**config.mk**
```make
export PLATFORM = sky130hd
export DESIGN_NAME = serial_subtractor_flat
export DESIGN_NICKNAME = d
export VERILOG_FILES = /design/src/rtl/serial_subtractor_if.sv /design/src/rtl/serial_subtractor.sv /design/src/flat_wrapper.sv
export SDC_FILE = /design/constraint.sdc
export NUM_CORES = 1
export LEC_CHECK = 0
export CORE_MARGIN = 2
export CORE_UTILIZATION = 44
export DETAILED_ROUTE_END_ITERATION = 6
export PLACE_DENSITY = 0.71
export RECOVER_POWER = 25
export SLEW_MARGIN = 20
export SYNTH_ARGS = -nofsm -noshare
export SYNTH_HDL_FRONTEND = slang
export SYNTH_SLANG_ARGS = --single-unit
```
**constraint.sdc**
```tcl
create_clock -name clk -period 3.5 [get_ports clk]
set_clock_uncertainty 0.2 [all_clocks]
set_input_delay 1.05 -clock clk [delete_from_list [all_inputs] [get_ports clk]]
set_output_delay 1.05 -clock clk [all_outputs]
set_load 0.005 [all_outputs]
```
**src/rtl/serial_subtractor_if.sv**
```systemverilog
// Operand/result handshake bundle for serial_subtractor.
// The zero/overflow flag signals exist only when SERIAL_SUB_FLAGS_EN is defined.
interface serial_subtractor_if #(
   parameter int NUMBITS = 16
);
   logic [NUMBITS-1:0] A;
   logic [NUMBITS-1:0] B;
   logic               borrowin;
   logic               in_valid;
   logic               in_ready;
   logic [NUMBITS-1:0] result;
   logic               borrowout;
   logic               out_valid;
   logic               out_ready;
`ifdef SERIAL_SUB_FLAGS_EN
   logic               zero;
   logic               overflow;
`endif

   modport master (
      output A, B, borrowin, in_valid, out_ready,
      input  in_ready, result, borrowout, out_valid
`ifdef SERIAL_SUB_FLAGS_EN
      , input zero, overflow
`endif
   );

   modport slave (
      input  A, B, borrowin, in_valid, out_ready,
      output in_ready, result, borrowout, out_valid
`ifdef SERIAL_SUB_FLAGS_EN
      , output zero, overflow
`endif
   );
endinterface

```
**src/rtl/serial_subtractor.sv**
```systemverilog
// Bit-serial subtractor: result = A - B - borrowin, one bit per clock, LSB first.
// Optional zero/overflow flag outputs are enabled by defining SERIAL_SUB_FLAGS_EN.
module serial_subtractor #(
   parameter int NUMBITS = 16
) (
   input logic               clk,
   input logic               rst,
   serial_subtractor_if.slave bus
);
   localparam int CW = (NUMBITS > 1) ? $clog2(NUMBITS) : 1;
   localparam logic [CW-1:0] LAST_BIT = CW'(NUMBITS - 1);

   typedef enum logic [1:0] {IDLE, BUSY, DONE} state_t;

   state_t             r_state;
   state_t             w_state_nxt;
   logic [NUMBITS-1:0] r_a;
   logic [NUMBITS-1:0] r_b;
   logic [NUMBITS-1:0] r_result;
   logic               r_br;
   logic               r_borrowout;
   logic [CW-1:0]      r_cnt;

   logic               w_in_ready;
   logic               w_out_valid;
   logic               w_accept;
   logic               w_last;
   logic               w_d;
   logic               w_br_nxt;
   logic [NUMBITS-1:0] w_result_nxt;

   assign w_accept     = (r_state == IDLE) && bus.in_valid;
   assign w_last       = (r_cnt == LAST_BIT);
   assign w_d          = r_a[0] ^ r_b[0] ^ r_br;
   assign w_br_nxt     = (~r_a[0] & r_b[0]) | (~(r_a[0] ^ r_b[0]) & r_br);
   // Difference bits enter at the MSB so the word is aligned after NUMBITS shifts.
   assign w_result_nxt = {w_d, r_result[NUMBITS-1:1]};

   always_ff @(posedge clk or posedge rst) begin
      if (rst) begin
         r_state <= IDLE;
      end else begin
         r_state <= w_state_nxt;
      end
   end

   always_comb begin
      w_state_nxt = r_state;
      w_in_ready  = 1'b0;
      w_out_valid = 1'b0;
      case (r_state)
         IDLE: begin
            w_in_ready = 1'b1;
            if (bus.in_valid) w_state_nxt = BUSY;
         end
         BUSY: begin
            if (w_last) w_state_nxt = DONE;
         end
         DONE: begin
            w_out_valid = 1'b1;
            if (bus.out_ready) w_state_nxt = IDLE;
         end
         default: w_state_nxt = IDLE;
      endcase
   end

   always_ff @(posedge clk or posedge rst) begin
      if (rst) begin
         r_a         <= '0;
         r_b         <= '0;
         r_br        <= 1'b0;
         r_cnt       <= '0;
         r_result    <= '0;
         r_borrowout <= 1'b0;
      end else if (w_accept) begin
         r_a      <= bus.A;
         r_b      <= bus.B;
         r_br     <= bus.borrowin;
         r_cnt    <= '0;
         r_result <= '0;
      end else if (r_state == BUSY) begin
         r_a      <= {1'b0, r_a[NUMBITS-1:1]};
         r_b      <= {1'b0, r_b[NUMBITS-1:1]};
         r_br     <= w_br_nxt;
         r_result <= w_result_nxt;
         // Counter parks at zero after the last bit so it never passes NUMBITS-1.
         r_cnt    <= w_last ? '0 : r_cnt + 1'b1;
         if (w_last) r_borrowout <= w_br_nxt;
      end
   end

`ifdef SERIAL_SUB_FLAGS_EN
   logic r_zero;
   logic r_overflow;

   // On the last bit r_a[0]/r_b[0] hold the operand sign bits and w_d is the result sign.
   always_ff @(posedge clk or posedge rst) begin
      if (rst) begin
         r_zero     <= 1'b0;
         r_overflow <= 1'b0;
      end else if ((r_state == BUSY) && w_last) begin
         r_zero     <= (w_result_nxt == '0);
         r_overflow <= (r_a[0] != r_b[0]) && (w_d != r_a[0]);
      end
   end

   assign bus.zero     = r_zero;
   assign bus.overflow = r_overflow;
`endif

   assign bus.in_ready  = w_in_ready;
   assign bus.out_valid = w_out_valid;
   assign bus.result    = r_result;
   assign bus.borrowout = r_borrowout;
endmodule

```
**src/flat_wrapper.sv**
```systemverilog
// flat-port wrapper written by rule: the top's interface ports become plain ports
module serial_subtractor_flat 
#(
   parameter int NUMBITS = 16
)
  (clk, rst, bus_A, bus_B, bus_borrowin, bus_in_valid, bus_out_ready, bus_in_ready, bus_result, bus_borrowout, bus_out_valid);
  serial_subtractor_if #(.NUMBITS(NUMBITS)) bus_i ();
  input logic clk;
  input logic rst;
  input wire logic [$bits(bus_i.A)-1:0] bus_A;
  input wire logic [$bits(bus_i.B)-1:0] bus_B;
  input wire logic [$bits(bus_i.borrowin)-1:0] bus_borrowin;
  input wire logic [$bits(bus_i.in_valid)-1:0] bus_in_valid;
  input wire logic [$bits(bus_i.out_ready)-1:0] bus_out_ready;
  output wire logic [$bits(bus_i.in_ready)-1:0] bus_in_ready;
  output wire logic [$bits(bus_i.result)-1:0] bus_result;
  output wire logic [$bits(bus_i.borrowout)-1:0] bus_borrowout;
  output wire logic [$bits(bus_i.out_valid)-1:0] bus_out_valid;
  assign bus_i.A = bus_A;
  assign bus_i.B = bus_B;
  assign bus_i.borrowin = bus_borrowin;
  assign bus_i.in_valid = bus_in_valid;
  assign bus_i.out_ready = bus_out_ready;
  assign bus_in_ready = bus_i.in_ready;
  assign bus_result = bus_i.result;
  assign bus_borrowout = bus_i.borrowout;
  assign bus_out_valid = bus_i.out_valid;
  serial_subtractor #(.NUMBITS(NUMBITS)) u_core (.clk(clk), .rst(rst), .bus(bus_i));
endmodule
```
==> out/results.ini, run 1 <==
[placement]
dp_hpwl_mm=3.66
io_buffer_count=55
dpl.cell_count=360
place.gp.congestion=0.714

[finish]
final_common_cell=dfrtp_1
area_growth_syn_to_layout_pct=27.4
nets=334
fill_cells=490
layout.cells.non_filler=368
layout_common_cells=dfrtp_1, clkdlybuf4s50_1, nand2_1
drive_gt1_frac=0.0541
antenna_cells=0

[sta]
relSlewSlack=0.337
worst_pin_slew_ns=0.994
rsz0062_at_grt=no
setup_viol=0
period_minus_slack_ns=2.89
fin_setup_tns_ns=0
fin_crit_sh=0.826
final-max-slew-violation-count=0
final_hold_viol_count=0
max_clock_freq_mhz=346

[drt]
drt_iter0_markers=108
wl_mm=5.44
dr_total_vias=2005
drc=0
via_per_inst=5.45
first_pass_iters=4
ant_nets=0
route.detailed.wl_per_inst_um=14.8

[clock_network]
clockBufferDepth=2
cts_tree=done
htreeDepth=2
clkTransAtPathRegs_ns=0.10
insertion_delay_ns=0.31
cts_setup_buffers=0
clock_sinks=56
cts_hold_buf=0
cts_root_buf=clkbuf_8
numCtsBuffers=5
post_cts_resized=0

[grt]
grt_overflow=0
grt_use_total=0.183
grt_pass1_wl_mm=9.15
antenna_found_initial=0
grt_pass1_vias=1860
grt_max_degree=43

[worst_setup_path]
path_max_fanout=11
start_kind=flip-flop
critPathLaunch=u_core.r_state[0]
crit_required_ns=2.25
rr_startpoint=u_core.r_state[0]
end_kind=output pin
worstPathArrival_ns=1.64
crit_type=flip-flop to output pin

[logic_synthesis]
synth_mux_area_frac=0.00444
syn_nets=286
postSynthAreaPerCell_sq_um=10.3
synthCells=247
ys_types=28
synth_warnings=0
synth_top_family_by_area=compound AO/OA/AOI/OAI gates
synthAdderAreaFrac=0.0128
ys_ff_latch=56
synth-compound-area-share=0.250
yosys.area_share.simple=0.134
yosys.area_share.xor_xnor=0
synthesis.area_sq_um=2540
yosysSeqAreaShare=0.552

[die]
fp-row-count=27
die_h_um=79.9
io_pins=56
core-area_sq_um=5540
initial_core_util=0.458
fp.dieW_um=79.9
dieArea_sq_um=6390

[status]
status=completed

[min_path]
hold_class=flip-flop to flip-flop
worstHoldStart=u_core.r_a[5]

[power]
total_power_uw=2340
ir_drop_mv=0.274
p_leak_uw=0.00144
power_density_nw_per_um2=724

[run]
cap_violations=0

==> final cells by class <==
class	instances	area [sq um]	share of cell area
Sequential cell	56	1400	0.433
Multi-Input combinational cell	166	1020	0.315
Timing Repair Buffer	62	616	0.190
Tap cell	72	90.1	0.0279
Clock buffer	5	68.8	0.0213
Clock inverter	3	22.5	0.00697
Inverter	4	15.0	0.00464
==> power by group <==
| part | leakage, uW | internal [uW] | total [uW] | switching, uW |
|---|---|---|---|---|
| logic | 0.000662 | 497 | 890 | 393 |
| registers | 0.000729 | 898 | 1090 | 195 |
| clock network | 0.0000485 | 144 | 359 | 215 |
==> layer usage <==
layer,track usage,share of wire
met2,0.283,0.46
met1,0.264,0.47
met4,0.0458,0.0077
met3,0.0339,0.053
met5,0,0
==> cells by family (layout without fill, tap and decap cells) <==
kind of cell,count (synthesis),after routing
AO/OA/AOI/OAI,102,102
adder cells (fa/ha/maj),2,2
buffers and inverters,25,74
flip-flops,56,56
multiplexers,1,1
AND/OR/NAND/NOR,61,61
==> cell usage after synthesis <==
cell,n,share of area
o31ai_1,1,0.0030
and3b_1,11,0.038
nand2b_1,2,0.0049
nand2_1,27,0.040
mux2_1,1,0.0044
a2bb2oi_1,1,0.0035
fa_1,1,0.0079
or3_1,1,0.0025
dfrtp_1,56,0.55
buf_2,12,0.024
nor3b_1,1,0.0030
and3_1,1,0.0025
a21oi_1,25,0.049
a22o_1,16,0.055
ha_1,1,0.0049
nor2b_1,13,0.032
buf_4,2,0.0059
o211ai_1,1,0.0030
a22oi_1,20,0.059
nor2_1,1,0.0015
buf_1,1,0.0015
nand3_1,2,0.0039
and2b_1,2,0.0059
inv_1,4,0.0059
o21ai_1,21,0.041
o21ai_0,16,0.032
o21bai_2,1,0.0044
clkbuf_1,6,0.0089
==> worst max-delay path, stage by stage, from the launching register on <==
cell and delay, ns:
dfrtp_1 0.52, nor2_1 0.27, clkdlybuf4s50_1 0.55
==> stage by stage <==
step | hold WS (ns) | utilization | worst slack (ns) | instance area [sq um]
after floorplan | 0.250 | - | 0.879 | 2540
after global placement | 0.261 | 0.567 | 0.682 | 3140
after detailed placement | 0.273 | 0.567 | 0.615 | 3140
after CTS | 0.298 | 0.584 | 0.594 | 3230
after global routing | 0.329 | 0.584 | 0.551 | 3230
final | 0.300 | 0.584 | 0.608 | 3230
==> flip-flops by register name (all words and copies together), names as in the netlist <==
register	count
u_core.bus.borrowout	1
u_core.bus.result	16
u_core.r_a	16
u_core.r_b	16
u_core.r_br	1
u_core.r_cnt	4
u_core.r_state	2
==> worst paths after layout <==
check / end / slack [ns] / depth (start not counted)
worst max-delay path: bus_in_ready / 0.61 / 2
worst min-delay path: u_core.r_a[5] / 0.30 / 2
worst max register to register: u_core.bus.borrowout / 1.13 / 4
worst min register to register: u_core.r_a[5] / 0.30 / 2
max in group asynchronous: u_core.r_b[15] / 1.20 / 3
min in group asynchronous: u_core.bus.result[8] / 1.21 / 2
(Power assumes the default switching activity.)
==> run 2, diff against run 1 <==
--- a/config.mk
+++ b/config.mk
@@ -8,7 +8,7 @@
 export CORE_MARGIN = 2
 export CORE_UTILIZATION = 44
 export DETAILED_ROUTE_END_ITERATION = 6
-export PLACE_DENSITY = 0.71
+export PLACE_DENSITY = 0.74
 export RECOVER_POWER = 25
 export SLEW_MARGIN = 20
 export SYNTH_ARGS = -nofsm -noshare
==> constraint.sdc (replaced) <==
create_clock -name clk -period 2.6 [get_ports clk]
set_clock_uncertainty 0.2 [all_clocks]
set_input_delay 0.78 -clock clk [delete_from_list [all_inputs] [get_ports clk]]
set_output_delay 0.78 -clock clk [all_outputs]
set_load 0.005 [all_outputs]
==> out/results.ini, run 2 (synthesized netlist as in run 1, its figures left out) <==
[status]
status=completed

[worst_setup_path]
rr_worst_depth=5  ; +1
path_delay_family=buffers and inverters
crit_type=flip-flop to output pin
slowest_stage=clkdlybuf4s50_1
critPathLaunch=u_core.r_state[0]
worstPathArrival_ns=1.54  ; -0.10 ns
cp_cell_sequence=nor2_1 -> clkdlybuf4s50_1
cp_num_cells=2  ; unchanged
start_kind=flip-flop
critPathMaxStageDelay_ns=0.56  ; about the same
path_max_fanout=5  ; -6
rrSetupSlack_ns=0.77  ; -0.36 ns
endpoint=bus_in_ready
rr_startpoint=u_core.r_state[1]
end_kind=output pin
path_buf_inv=1  ; unchanged
crit_required_ns=1.62  ; -0.63 ns
reg2reg_to=u_core.r_b[9]

[sta]
rsz0062_at_grt=no
max_clock_freq_mhz=397
worst_pin_slew_ns=0.680  ; -0.314 ns
final_hold_viol_count=0  ; unchanged
period_minus_slack_ns=2.52
fin_crit_sh=0.969
fin_setup_tns_ns=0  ; unchanged
setup_viol=0  ; unchanged
hold_slack_ns=0.295  ; -0.00501 ns
relSlewSlack=0.546  ; +0.210
final-max-slew-violation-count=0  ; unchanged

[drt]
drc=0  ; unchanged
wl_mm=5.63  ; +3.4%
route.detailed.wl_per_inst_um=15.1  ; +2.3%
first_pass_iters=4  ; unchanged
via_per_inst=5.50  ; +0.95%
dr_total_vias=2046  ; +2.0%
ant_nets=0  ; unchanged
drt_iter0_markers=111  ; +2.8%

[clock_network]
htreeDepth=2  ; unchanged
clockBufferDepth=2  ; unchanged
clock_sinks=56  ; unchanged
cts_hold_buf=0  ; unchanged
insertion_delay_ns=0.30  ; about the same
post_cts_resized=0  ; unchanged
numCtsBuffers=5  ; unchanged
clkTransAtPathRegs_ns=0.09  ; about the same
cts_tree=done
cts_root_buf=clkbuf_8
cts_setup_buffers=0  ; unchanged

[min_path]
hold_class=flip-flop to flip-flop

[finish]
final_common_cell=dfrtp_1
area_growth_syn_to_layout_pct=28.5
antenna_cells=0  ; unchanged
layout.cells.non_filler=372  ; +1.1%
nets=341  ; +2.1%
layout_common_cells=dfrtp_1, clkdlybuf4s50_1, nand2_1
design_area_sq_um=3260  ; +0.85%
fill_cells=497  ; +1.4%
drive_gt1_frac=0.0667  ; +0.0126

[die]
io_pins=56  ; unchanged
die_h_um=79.9  ; unchanged
fp-row-count=27  ; unchanged
fp.dieW_um=79.9  ; unchanged
initial_core_util=0.458  ; unchanged
dieArea_sq_um=6390  ; unchanged
core-area_sq_um=5540  ; unchanged

[grt]
grt_pass1_wl_mm=9.85  ; +7.7%
grt_pass1_vias=2045  ; +9.9%
grt_use_total=0.197  ; +0.0144
grt_overflow=0  ; unchanged
antenna_found_initial=0  ; unchanged
grt_max_degree=32  ; -26%

[power]
switching_share=0.338  ; -0.00549
seq_power_share=0.465  ; -0.002
power_density_nw_per_um2=965  ; +33%
power_frac_clock=0.135  ; -0.018
p_leak_uw=0.00146  ; +1.4%
p_comb_frac=0.401  ; +0.021
p_int_uw=2080  ; +35%
ir_drop_mv=0.399  ; +45%
power.switching_uw=1060  ; +32%

[run]
cap_violations=0  ; unchanged

[placement]
dpl.cell_count=367  ; +1.9%
place.gp.congestion=0.776  ; +8.8%
dp_hpwl_mm=3.97  ; +8.4%
io_buffer_count=55  ; unchanged
dpl_cell_area_sq_um=3210  ; +2.1%

==> run 2: changes by cell type in the layout (fill, tap and decap cells not counted), sizes merged <==
cell / before / now
buf: 7 / 13
clkbuf: 5 / 6
clkinv: 2 / 0
inv: 5 / 4
==> run 2: power groups by stage <==
stage / registers (uW) / clock network, uW / logic (uW)
6_report: 1460 / 424 / 1260
5_1_grt: 1500 / 483 / 1430
4_1_cts: 1460 / 438 / 1280
3_5_place_dp: 1470 / 0 / 1280
3_3_place_gp: 1460 / 0 / 1240
2_1_floorplan: 1420 / 0 / 778
==> run 2: cell type report <==
class | count | area (sq um) | share of cell area
sequential | 56 | 1400 | 0.430
clock buffer | 5 | 68.8 | 0.0211
timing repair buffer | 69 | 666 | 0.204
inverter | 4 | 15.0 | 0.00460
multi-input combinational | 166 | 1020 | 0.313
tap | 72 | 90.1 | 0.0276
==> run 2: worst min-delay path by stage <==
stage | from | endpoint | slack, ns | depth (start not counted)
after CTS | u_core.r_a[5] | u_core.r_a[5] | 0.30 | 2
after floorplan | u_core.r_a[2] | u_core.r_a[2] | 0.25 | 2
after detailed placement | u_core.r_a[5] | u_core.r_a[5] | 0.28 | 2
after global placement | u_core.r_a[4] | u_core.r_a[4] | 0.27 | 2
final | u_core.r_a[5] | u_core.r_a[5] | 0.29 | 2
after global routing | u_core.r_a[10] | u_core.r_a[10] | 0.32 | 2
==> run 2: metrics by stage <==
| step | power [uW] | util | worst slack, ns |
|---|---|---|---|
| floorplan | 2200 | - | 0.249 |
| global placement | 2700 | 0.579 | 0.273 |
| detailed placement | 2750 | 0.579 | 0.193 |
| CTS | 3170 | 0.591 | 0.0750 |
| global route | 3410 | 0.589 | 0.0520 |
| finish | 3140 | 0.589 | 0.0814 |
==> run 2: worst reg2reg max path, cell delays in order, from the launching register on <==
cell,delay [ns]
dfrtp_1,0.40
buf_4,0.33
and2b_1,0.32
buf_4,0.21
a22oi_1,0.14
o21ai_0,0.11
==> run 2: per-layer routing <==
metal,wire (um),part of all wire,GRT usage
met4,46,0.0082,0.0424
met5,0,0,0
met3,232,0.041,0.0430
met2,2640,0.47,0.313
met1,2710,0.48,0.277
